## config.mk

```make
export PLATFORM = sky130hd
export DESIGN_NAME = exc_commit_unit
export DESIGN_NICKNAME = d
export VERILOG_FILES = /design/src/rtl/exc_commit_unit.sv
export SDC_FILE = /design/constraint.sdc
export NUM_CORES = 1
export LEC_CHECK = 0
export CELL_PAD_IN_SITES_DETAIL_PLACEMENT = 0
export CELL_PAD_IN_SITES_GLOBAL_PLACEMENT = 1
export CORE_AREA = 2 2 154 156
export CTS_CLUSTER_DIAMETER = 60
export DETAILED_ROUTE_END_ITERATION = 7
export DIE_AREA = 0 0 156 158
export HOLD_SLACK_MARGIN = 0.1
export PLACE_DENSITY_LB_ADDON = 0.05
export SETUP_SLACK_MARGIN = 0.05
export SYNTH_ARGS = -nofsm -noshare
export SYNTH_HDL_FRONTEND = slang
export SYNTH_SLANG_ARGS = --single-unit
```

## constraint.sdc

```tcl
create_clock -name clk -period 4.25 [get_ports clk]
set_input_delay 0.85 -clock clk [delete_from_list [all_inputs] [get_ports clk]]
set_output_delay 0.85 -clock clk [all_outputs]
set_load 0.005 [all_outputs]
```

## src/rtl/exc_commit_unit.sv

```systemverilog
// exc_commit_unit
//
// Registered exception/interrupt commit unit at the MEM/commit boundary.
// Arbitrates one interrupt source and fifteen synchronous exception flags for
// the instruction in MEM, latches the CP0 update values, then sequences a
// pipeline flush followed by a fetch redirect through a three-state FSM.
//
// Handshake: redirect_valid/redirect_pc form a valid/ready source. Once
// redirect_valid is high it stays high, with redirect_pc unchanged, until a
// cycle in which redirect_ready is also high; that cycle completes the
// transfer and the unit returns to IDLE on the next edge.
//
// Ports
//   clk, rst              clock, asynchronous active-high reset
//   ebase, status, cause  CP0 registers (sampled only in the hit cycle)
//   epc                   eret target
//   hw_int                asynchronous interrupt lines (synchronised here)
//   mem_*                 instruction in MEM: valid, pc, delay-slot flag,
//                         load/store flag, exception flags, fault address
//   accept                unit is IDLE and can take the MEM instruction
//   flush                 flush IF..MEM
//   redirect_valid/pc/ready  fetch redirect handshake
//   cp0_we, cp0_exccode, cp0_epc, cp0_bd      exception commit to CP0
//   cp0_badv_we, cp0_badvaddr                 BadVAddr update
//   cp0_eret              one-cycle eret pulse (clear EXL)
//   cp0_hw_ip             synchronised hw_int for Cause.IP
module exc_commit_unit #(
  parameter int HW_INT_W     = 6,
  parameter int SYNC_STAGES  = 2,
  parameter int FLUSH_CYCLES = 1
) (
  input  logic                clk,
  input  logic                rst,
  input  logic [31:0]         ebase,
  input  logic [31:0]         status,
  input  logic [31:0]         cause,
  input  logic [31:0]         epc,
  input  logic [HW_INT_W-1:0] hw_int,
  input  logic                mem_valid,
  input  logic [31:0]         mem_pc,
  input  logic                mem_in_ds,
  input  logic                mem_is_ls,
  input  logic [14:0]         mem_excvec,
  input  logic [31:0]         mem_badvaddr,
  output logic                accept,
  output logic                flush,
  output logic                redirect_valid,
  output logic [31:0]         redirect_pc,
  input  logic                redirect_ready,
  output logic                cp0_we,
  output logic [4:0]          cp0_exccode,
  output logic [31:0]         cp0_epc,
  output logic                cp0_bd,
  output logic                cp0_badv_we,
  output logic [31:0]         cp0_badvaddr,
  output logic                cp0_eret,
  output logic [HW_INT_W-1:0] cp0_hw_ip
);

  localparam logic [4:0] EXC_INT  = 5'h00;
  localparam logic [4:0] EXC_MOD  = 5'h01;
  localparam logic [4:0] EXC_TLBL = 5'h02;
  localparam logic [4:0] EXC_TLBS = 5'h03;
  localparam logic [4:0] EXC_ADEL = 5'h04;
  localparam logic [4:0] EXC_ADES = 5'h05;
  localparam logic [4:0] EXC_SYS  = 5'h08;
  localparam logic [4:0] EXC_BP   = 5'h09;
  localparam logic [4:0] EXC_RI   = 5'h0A;
  localparam logic [4:0] EXC_OV   = 5'h0C;

  localparam logic [2:0] FLUSH_LAST = 3'(FLUSH_CYCLES - 1);

  typedef enum logic [1:0] {
    IDLE     = 2'd0,
    FLUSH    = 2'd1,
    REDIRECT = 2'd2
  } state_t;

  state_t     state_q, state_d;
  logic [2:0] flush_cnt_q, flush_cnt_d;

  // ---------------------------------------------------------------------
  // Interrupt line synchroniser
  // ---------------------------------------------------------------------
  logic [HW_INT_W-1:0] sync_q [SYNC_STAGES];

  always_ff @(posedge clk or posedge rst) begin
    if (rst) begin
      for (int i = 0; i < SYNC_STAGES; i++) sync_q[i] <= '0;
    end else begin
      sync_q[0] <= hw_int;
      for (int i = 1; i < SYNC_STAGES; i++) sync_q[i] <= sync_q[i-1];
    end
  end

  assign cp0_hw_ip = sync_q[SYNC_STAGES-1];

  // ---------------------------------------------------------------------
  // Event decode and priority
  // ---------------------------------------------------------------------
  logic [5:0] hw_ip_ext;
  logic [7:0] ip_all;
  logic       int_pending;
  logic       inst_adel;

  always_comb begin
    hw_ip_ext = '0;
    hw_ip_ext[HW_INT_W-1:0] = cp0_hw_ip;
  end

  assign ip_all      = {hw_ip_ext, cause[9:8]};
  // Interrupts are not taken on loads/stores so a partially performed
  // memory access is never restarted.
  assign int_pending = (|(ip_all & status[15:8])) & status[0] & ~status[1] & ~mem_is_ls;
  // A misaligned fetch PC is an instruction address error regardless of flag.
  assign inst_adel   = mem_excvec[0] | (mem_pc[1:0] != 2'b00);

  logic       ev_any;
  logic       ev_int;
  logic       ev_eret;
  logic       ev_refill;
  logic       ev_badv_pc;
  logic       ev_badv_data;
  logic [4:0] ev_code;

  always_comb begin
    ev_any       = 1'b1;
    ev_int       = 1'b0;
    ev_eret      = 1'b0;
    ev_refill    = 1'b0;
    ev_badv_pc   = 1'b0;
    ev_badv_data = 1'b0;
    ev_code      = EXC_INT;
    if (int_pending) begin
      ev_int = 1'b1;
    end else if (inst_adel) begin
      ev_code = EXC_ADEL; ev_badv_pc = 1'b1;
    end else if (mem_excvec[1]) begin
      ev_code = EXC_TLBL; ev_badv_pc = 1'b1; ev_refill = 1'b1;
    end else if (mem_excvec[2]) begin
      ev_code = EXC_TLBL; ev_badv_pc = 1'b1;
    end else if (mem_excvec[3]) begin
      ev_code = EXC_RI;
    end else if (mem_excvec[4]) begin
      ev_code = EXC_SYS;
    end else if (mem_excvec[5]) begin
      ev_code = EXC_BP;
    end else if (mem_excvec[6]) begin
      ev_code = EXC_OV;
    end else if (mem_excvec[7]) begin
      ev_code = EXC_TLBL; ev_badv_data = 1'b1; ev_refill = 1'b1;
    end else if (mem_excvec[8]) begin
      ev_code = EXC_TLBS; ev_badv_data = 1'b1; ev_refill = 1'b1;
    end else if (mem_excvec[9]) begin
      ev_code = EXC_TLBL; ev_badv_data = 1'b1;
    end else if (mem_excvec[10]) begin
      ev_code = EXC_TLBS; ev_badv_data = 1'b1;
    end else if (mem_excvec[11]) begin
      ev_code = EXC_MOD; ev_badv_data = 1'b1;
    end else if (mem_excvec[12]) begin
      ev_code = EXC_ADEL; ev_badv_data = 1'b1;
    end else if (mem_excvec[13]) begin
      ev_code = EXC_ADES; ev_badv_data = 1'b1;
    end else if (mem_excvec[14]) begin
      ev_eret = 1'b1;
    end else begin
      ev_any = 1'b0;
    end
  end

  // ---------------------------------------------------------------------
  // Vector address
  // ---------------------------------------------------------------------
  logic [31:0] vec_base;
  logic [31:0] vec_target;

  assign vec_base = status[22] ? 32'hBFC0_0200 : {ebase[31:12], 12'h000};

  always_comb begin
    vec_target = vec_base + 32'h0000_0180;
    if (ev_eret) begin
      vec_target = epc;
    end else if (ev_int && cause[23]) begin
      vec_target = vec_base + 32'h0000_0200;
    end else if (ev_refill && !status[1]) begin
      // Refill goes to the fast vector only outside a nested exception.
      vec_target = vec_base;
    end
  end

  logic hit;
  assign hit = (state_q == IDLE) & mem_valid & ev_any;

  // ---------------------------------------------------------------------
  // FSM
  // ---------------------------------------------------------------------
  always_ff @(posedge clk or posedge rst) begin
    if (rst) begin
      state_q     <= IDLE;
      flush_cnt_q <= '0;
    end else begin
      state_q     <= state_d;
      flush_cnt_q <= flush_cnt_d;
    end
  end

  always_comb begin
    state_d     = state_q;
    flush_cnt_d = flush_cnt_q;
    case (state_q)
      IDLE: begin
        if (hit) begin
          state_d     = FLUSH;
          flush_cnt_d = '0;
        end
      end
      FLUSH: begin
        if (flush_cnt_q == FLUSH_LAST) begin
          state_d = REDIRECT;
        end else begin
          flush_cnt_d = flush_cnt_q + 3'd1;
        end
      end
      REDIRECT: begin
        if (redirect_ready) state_d = IDLE;
      end
      default: state_d = IDLE;
    endcase
  end

  // Decoded straight from the state register so an asynchronous reset drops
  // flush and redirect_valid immediately.
  assign accept         = (state_q == IDLE);
  assign flush          = (state_q == FLUSH);
  assign redirect_valid = (state_q == REDIRECT);

  // ---------------------------------------------------------------------
  // Latched commit values
  // ---------------------------------------------------------------------
  always_ff @(posedge clk or posedge rst) begin
    if (rst) begin
      cp0_we       <= 1'b0;
      cp0_eret     <= 1'b0;
      cp0_badv_we  <= 1'b0;
      cp0_exccode  <= '0;
      cp0_epc      <= '0;
      cp0_bd       <= 1'b0;
      cp0_badvaddr <= '0;
      redirect_pc  <= '0;
    end else begin
      cp0_we      <= 1'b0;
      cp0_eret    <= 1'b0;
      cp0_badv_we <= 1'b0;
      if (hit) begin
        cp0_we      <= ~ev_eret;
        cp0_eret    <= ev_eret;
        redirect_pc <= vec_target;
        if (!ev_eret) begin
          cp0_exccode <= ev_code;
          cp0_epc     <= mem_in_ds ? (mem_pc - 32'd4) : mem_pc;
          cp0_bd      <= mem_in_ds;
          cp0_badv_we <= ev_badv_pc | ev_badv_data;
          if (ev_badv_pc)   cp0_badvaddr <= mem_pc;
          if (ev_badv_data) cp0_badvaddr <= mem_badvaddr;
        end
      end
    end
  end

  logic unused_bits;
  assign unused_bits = ^{status[31:23], status[21:16], status[7:2],
                         cause[31:24], cause[22:10], cause[7:0], ebase[11:0]};

endmodule

```

Word-level counts from Yosys, hierarchy flattened --
Cells that the tools add are included.
Cells by class: $add $sub $neg 4, equality and inequality tests 6, mux-type cells 94, bitwise logic cells 11, reduce and logical (&&, ||, !) cells 13
Operator list (count):
- $mux 32 | 7
- $mux 1 | 65
- $add 32x10->32 const B | 1
- $add 32x9->32 const B | 1
- $mux 4 | 8
- $sub 32x3->32 const B | 1
- $mux 3 | 9
- $reduce_and 3->1 | 3
- $and 8x8->8 | 1
- $reduce_or 8->1 | 1
- $mux 2 | 3
- $ne 2x1->1 const B | 3
- $pmux 2 s3 | 1
- $pmux 3 s2 | 1
- $reduce_bool 2->1 | 3
- $and 1x1->1 | 5
- $add 3x1->3 const B | 1
- $logic_not 3->1 | 1
- $not 1->1 | 3
- $eq 2x1->1 const B | 1
- $eq 2x2->1 const B | 1
- $logic_and 1x1->1 | 2
- $logic_not 2->1 | 1
- $ne 2x2->1 const B | 1
- other kinds (3) | 4
Storage, ports and cells: register bits 122, output and inout bits 114

Logic depth before layout (Yosys ltp) --
depth after elaboration 19, gate-level depth with buffers 10, gate-level depth less buffers 8

Worst setup path after synthesis --
OpenSTA, ideal clock, no wires.
path kind input-to-reg, start input port mem_in_ds, end register cp0_epc[21], data arrival time 2.648 ns, path slack 1.475 ns, stages 9, buffers on the path 3, cell sequence buf_4 or4b_4 or4_1 buf_2 nand2b_4 buf_6 nor3_1 xnor2_1 o21ai_2
On the way: longest elaborated chain between the ends 1
Ends and longest elaborated chain:
- start, declared | line 41 | input logic mem_in_ds,
- $mux 32 | line 260 | cp0_epc <= mem_in_ds ? (mem_pc - 32'd4) : mem_pc;
- end signal, assigned | line 260
- end, declared | line 52 | output logic [31:0] cp0_epc,
No other way between the ends. A chain may end at the register's enable or synchronous reset.

Worst setup path in the final report --
start input port mem_excvec[6], end register cp0_badvaddr[3]
On the way: longest elaborated chain between the ends 10, elaborated cells on any way between the ends 29
Ends and longest elaborated chain:
- start, declared | line 43 | input logic [14:0] mem_excvec,
- $mux 1 | line 148 | end else if (mem_excvec[6]) begin
- $mux 1 | line 146 | end else if (mem_excvec[5]) begin
- $mux 1 | line 144 | end else if (mem_excvec[4]) begin
- $mux 1 | line 142 | end else if (mem_excvec[3]) begin
- $mux 1 | line 140 | end else if (mem_excvec[2]) begin
- $mux 1 | line 138 | end else if (mem_excvec[1]) begin
- $mux 1 | line 136 | end else if (inst_adel) begin
- $mux 1 | line 134 | if (int_pending) begin
- $reduce_bool 2->1 (no source line), or another cell as far along
- $reduce_and 3->1 (no source line)
- end signal, assigned | line 263 | if (ev_badv_pc) cp0_badvaddr <= mem_pc;
- end signal, assigned | line 264 | if (ev_badv_data) cp0_badvaddr <= mem_badvaddr;
- end, declared | line 55 | output logic [31:0] cp0_badvaddr,
Parallel ways exist; a longest one is shown, timed or not.

==> results.sh <==
export IMPL_floorplan_die_height_um=158
export IMPL_fraction_of_layout_instances_using_a_drive_strength_above_1_pct=6.30
export IMPL_drc_errors=0
export IMPL_post_cts_resized_instances=0
export IMPL_yosys_most_used_dff="dfrtp_1"
export IMPL_cp_required_ns=4.50
export IMPL_utilization_pct=39.8
export IMPL_cts_max_level=4
export IMPL_detail_route_antenna_nets=0
export IMPL_layout_cells_most_common="clkdlybuf4s50_1"
export IMPL_io_buffer_count=269
export IMPL_maximum_vdd_ir_drop_uv=190
export IMPL_grt_remaining_overflow=0
export IMPL_fraction_of_the_mapped_netlist_area_in_compound_gates_pct=14.8
export IMPL_first_iter_violations=185
export IMPL_number_of_detailed_routing_iterations_run_before_antenna_repair=4
export IMPL_worst_slew_pin_transition_ns=0.817
export IMPL_async_reset_ff_share_pct=100
export IMPL_area_taken_by_multi_input_logic_gates_um2=2400
export IMPL_report_final_setup_viol=0
export IMPL_synth_area_mux_share_pct=5.30
export IMPL_vias_in_the_first_global_route=5210
export IMPL_grt_usage_pct=15.2
export IMPL_hold_path_class="register to register"
export IMPL_wl_met2_um=9090
export IMPL_slew_violations=0
export IMPL_yosys_area_share_xor_xnor_pct=4.33
export IMPL_hold_path_endpoint="cp0_hw_ip[0]$_DFF_PP0_"
export IMPL_clock_root_buffer="clkbuf_16"
export IMPL_boundaryPins=333
export IMPL_rsz_0062_raised_after_global_routing="false"
export IMPL_start_util_pct=24.6
export IMPL_cts_repair_timing_setup_buffer_count=0
export IMPL_r2r_end="cp0_badvaddr[3]$_DFFE_PP0P_"
export IMPL_cts_buffers=17
export IMPL_timing_final_hold_violations=0
export IMPL_hold_depth=0
export IMPL_highest_signal_layer="met4"
export IMPL_max_clock_freq_mhz=313
export IMPL_clk_transition_reported_paths_ns=0.05
export IMPL_syn_to_final_growth_pct=62.0
export IMPL_r2r_setup_slack_ns=1.63
export IMPL_final_seq_area_um2=3030
export IMPL_clkLatencyLatePin_ns=0.42
export IMPL_gp_congestion=0.771
export IMPL_cp_max_fo=29
export IMPL_dpl_worst_slack_ns=0.602
export IMPL_number_of_distinct_library_cell_variants_in_the_gate_level_netlist_after_synthesis=55
export IMPL_fin_worst_skew_ns=0.0103
export IMPL_largest_family_of_logic_cells_by_synthesized_area="simple AND/OR/NAND/NOR gates"
export IMPL_synth_edf_count=0
export IMPL_worst_endpoint_arrival_ns=3.45
export IMPL_dieWidth_um=156
export IMPL_coreArea_um2=23100
export IMPL_totalNegativeSetupSlack_ns=0
export IMPL_setup_ws_ns=1.05
export IMPL_ctsLongestPathBuffers=2
export IMPL_power_density_over_the_cells_nw_per_um2=551
export IMPL_antenna_found_initial=0
export IMPL_post_synthesis_instance_total=557
export IMPL_postRouteWirelength_um=18600
export IMPL_layout_min_cycle_time_ns=3.20
export IMPL_synth_cell_area_um2=5670
export IMPL_dr_total_vias=4985
export IMPL_synth_adder_area_share_pct=0.883
export IMPL_yosysWarningCount=0
export IMPL_antenna_cells_inserted=0
export IMPL_fill_cells=2258
export IMPL_max_cap_violations=0
export IMPL_layout_worst_path_cycle_share_pct=75.3
export IMPL_hold_path_origin="sync_q[6]$_DFF_PP0_"
export IMPL_cp_end_kind="register"
export IMPL_status="completed"
export IMPL_total_leakage_power_nw=4.02
export IMPL_avgRoutedWirePerCell_um=16.7
export IMPL_cts_hold_buffers_added=0
export IMPL_ys_seq_elements=121
export IMPL_path_class="primary input to register"
export IMPL_nNetsFinal=1036
export IMPL_design_die_area_um2=24600
export IMPL_mostFrequentLayoutCells="clkdlybuf4s50_1 (269), dfrtp_1 (121), nand2_1 (104), o21ai_0 (69), mux2i_1 (30)"
export IMPL_met3_wirelength_um=1350
export IMPL_routed_via_density=4.47
export IMPL_maximum_number_of_pins_on_one_net_before_global_route_repair=82
export IMPL_synth_sequential_area_ratio_pct=53.4
export IMPL_wire_length_on_met1_um=7900
export IMPL_category_of_the_worst_setup_path_launch_point="primary input"
export IMPL_row_count=56
export IMPL_syn_area_per_cell_um2=10.2
export IMPL_ff2ff_path_depth=7
export IMPL_yosys_area_share_simple_pct=16.6
export IMPL_synth_nets=780
export IMPL_cts_tree="done"
export IMPL_dp_hpwl_um=13500
export IMPL_cts_sinks=121
export IMPL_max_slew_margin_pct=45.3
export IMPL_grt_first_pass_wirelength_um=28800
export IMPL_reg2reg_from="cp0_hw_ip[0]$_DFF_PP0_"
worst max-delay path, cell delays in order:
cell	delay [ns]
clkdlybuf4s50_1	0.47
or4_1	0.75
or4_2	0.71
buf_4	0.32
mux2i_1	0.22
o21ai_0	0.11
per-layer routing:
layer / vias to the layer above / track usage [%]
met3: 15 / 5.06
met4: 0 / 5.07
met5: - / 0
met2: 168 / 25.6
li1: 2452 / -
met1: 2350 / 18.4
Yosys cell counts, drive strengths merged, types with 4 or more instances:
master | n | area, um2
mux2i | 30 | 300
clkbuf | 18 | 67.6
or4 | 6 | 45.0
nor2 | 20 | 75.1
buf | 21 | 139
a22o | 19 | 166
a22oi | 4 | 30.0
nor3 | 14 | 70.1
nand3 | 13 | 65.1
o31ai | 4 | 35.0
a21oi | 5 | 25.0
o21ai | 73 | 373
nor4 | 14 | 139
a21o | 11 | 82.6
ha | 4 | 50.1
inv | 14 | 52.6
dfrtp | 121 | 3030
nand2 | 105 | 397
xnor2 | 25 | 219
per-stage QoR:
stage / power [mW] / instance area, um2 / hold slack [ns] / cells
2_1_floorplan: 2.43 / 5670 / 0.331 / 557
3_3_place_gp: 3.67 / 8610 / 0.332 / 1084
3_5_place_dp: 3.70 / 8610 / 0.336 / 1084
4_1_cts: 5.16 / 9180 / 0.348 / 1116
5_1_grt: 5.41 / 9180 / 0.353 / 1116
6_report: 5.06 / 9180 / 0.345 / 1116
logic make-up (layout without fill, tap and decap cells):
logic type | Yosys count | after routing
AND/OR/NAND/NOR | 192 | 192
AO/OA/AOI/OAI | 128 | 128
flip-flops | 121 | 121
buffers and inverters | 53 | 322
multiplexers | 30 | 30
XOR/XNOR | 28 | 28
adder cells (fa/ha/maj) | 4 | 4
other | 1 | 1
sequential cells by signal, summed over array words and instances, names as in the netlist:
| register | cells |
|---|---|
| redirect_pc | 32 |
| flush_cnt_q | 3 |
| cp0_hw_ip | 6 |
| cp0_epc | 32 |
| cp0_we | 1 |
| cp0_exccode | 4 |
| sync_q | 6 |
| state_q | 2 |
| cp0_bd | 1 |
| cp0_badvaddr | 32 |
| cp0_badv_we | 1 |
| cp0_eret | 1 |
worst max path at each step:
| stage | cells after the start | endpoint | from |
|---|---|---|---|
| final | 6 | cp0_badvaddr[3]$_DFFE_PP0P_ | mem_excvec[6] |
| after global routing | 6 | cp0_badvaddr[3]$_DFFE_PP0P_ | mem_excvec[6] |
| after CTS | 6 | cp0_badvaddr[3]$_DFFE_PP0P_ | mem_excvec[6] |
| after detailed placement | 6 | cp0_badvaddr[29]$_DFFE_PP0P_ | mem_excvec[6] |
| after global placement | 6 | cp0_badvaddr[11]$_DFFE_PP0P_ | mem_excvec[6] |
| after floorplan | 1 | cp0_badv_we$_DFF_PP0_ | rst |
power by group:
group | internal (mW) | switching [mW] | total (mW) | leakage, nW
Sequential | 1.58 | 0.232 | 1.81 | 1.51
Clock | 0.879 | 0.543 | 1.42 | 0.285
Combinational | 1.10 | 0.732 | 1.83 | 2.23
layout make-up:
cell class,count,share of cell area (%)
clock buffer,21,4.91
sequential,121,33.0
inverter,14,0.627
multi-input combinational,383,26.1
tap,290,3.95
clock inverter,11,1.35
timing repair buffer,276,30.0
Note: power is estimated with default switching activity, not from simulation.
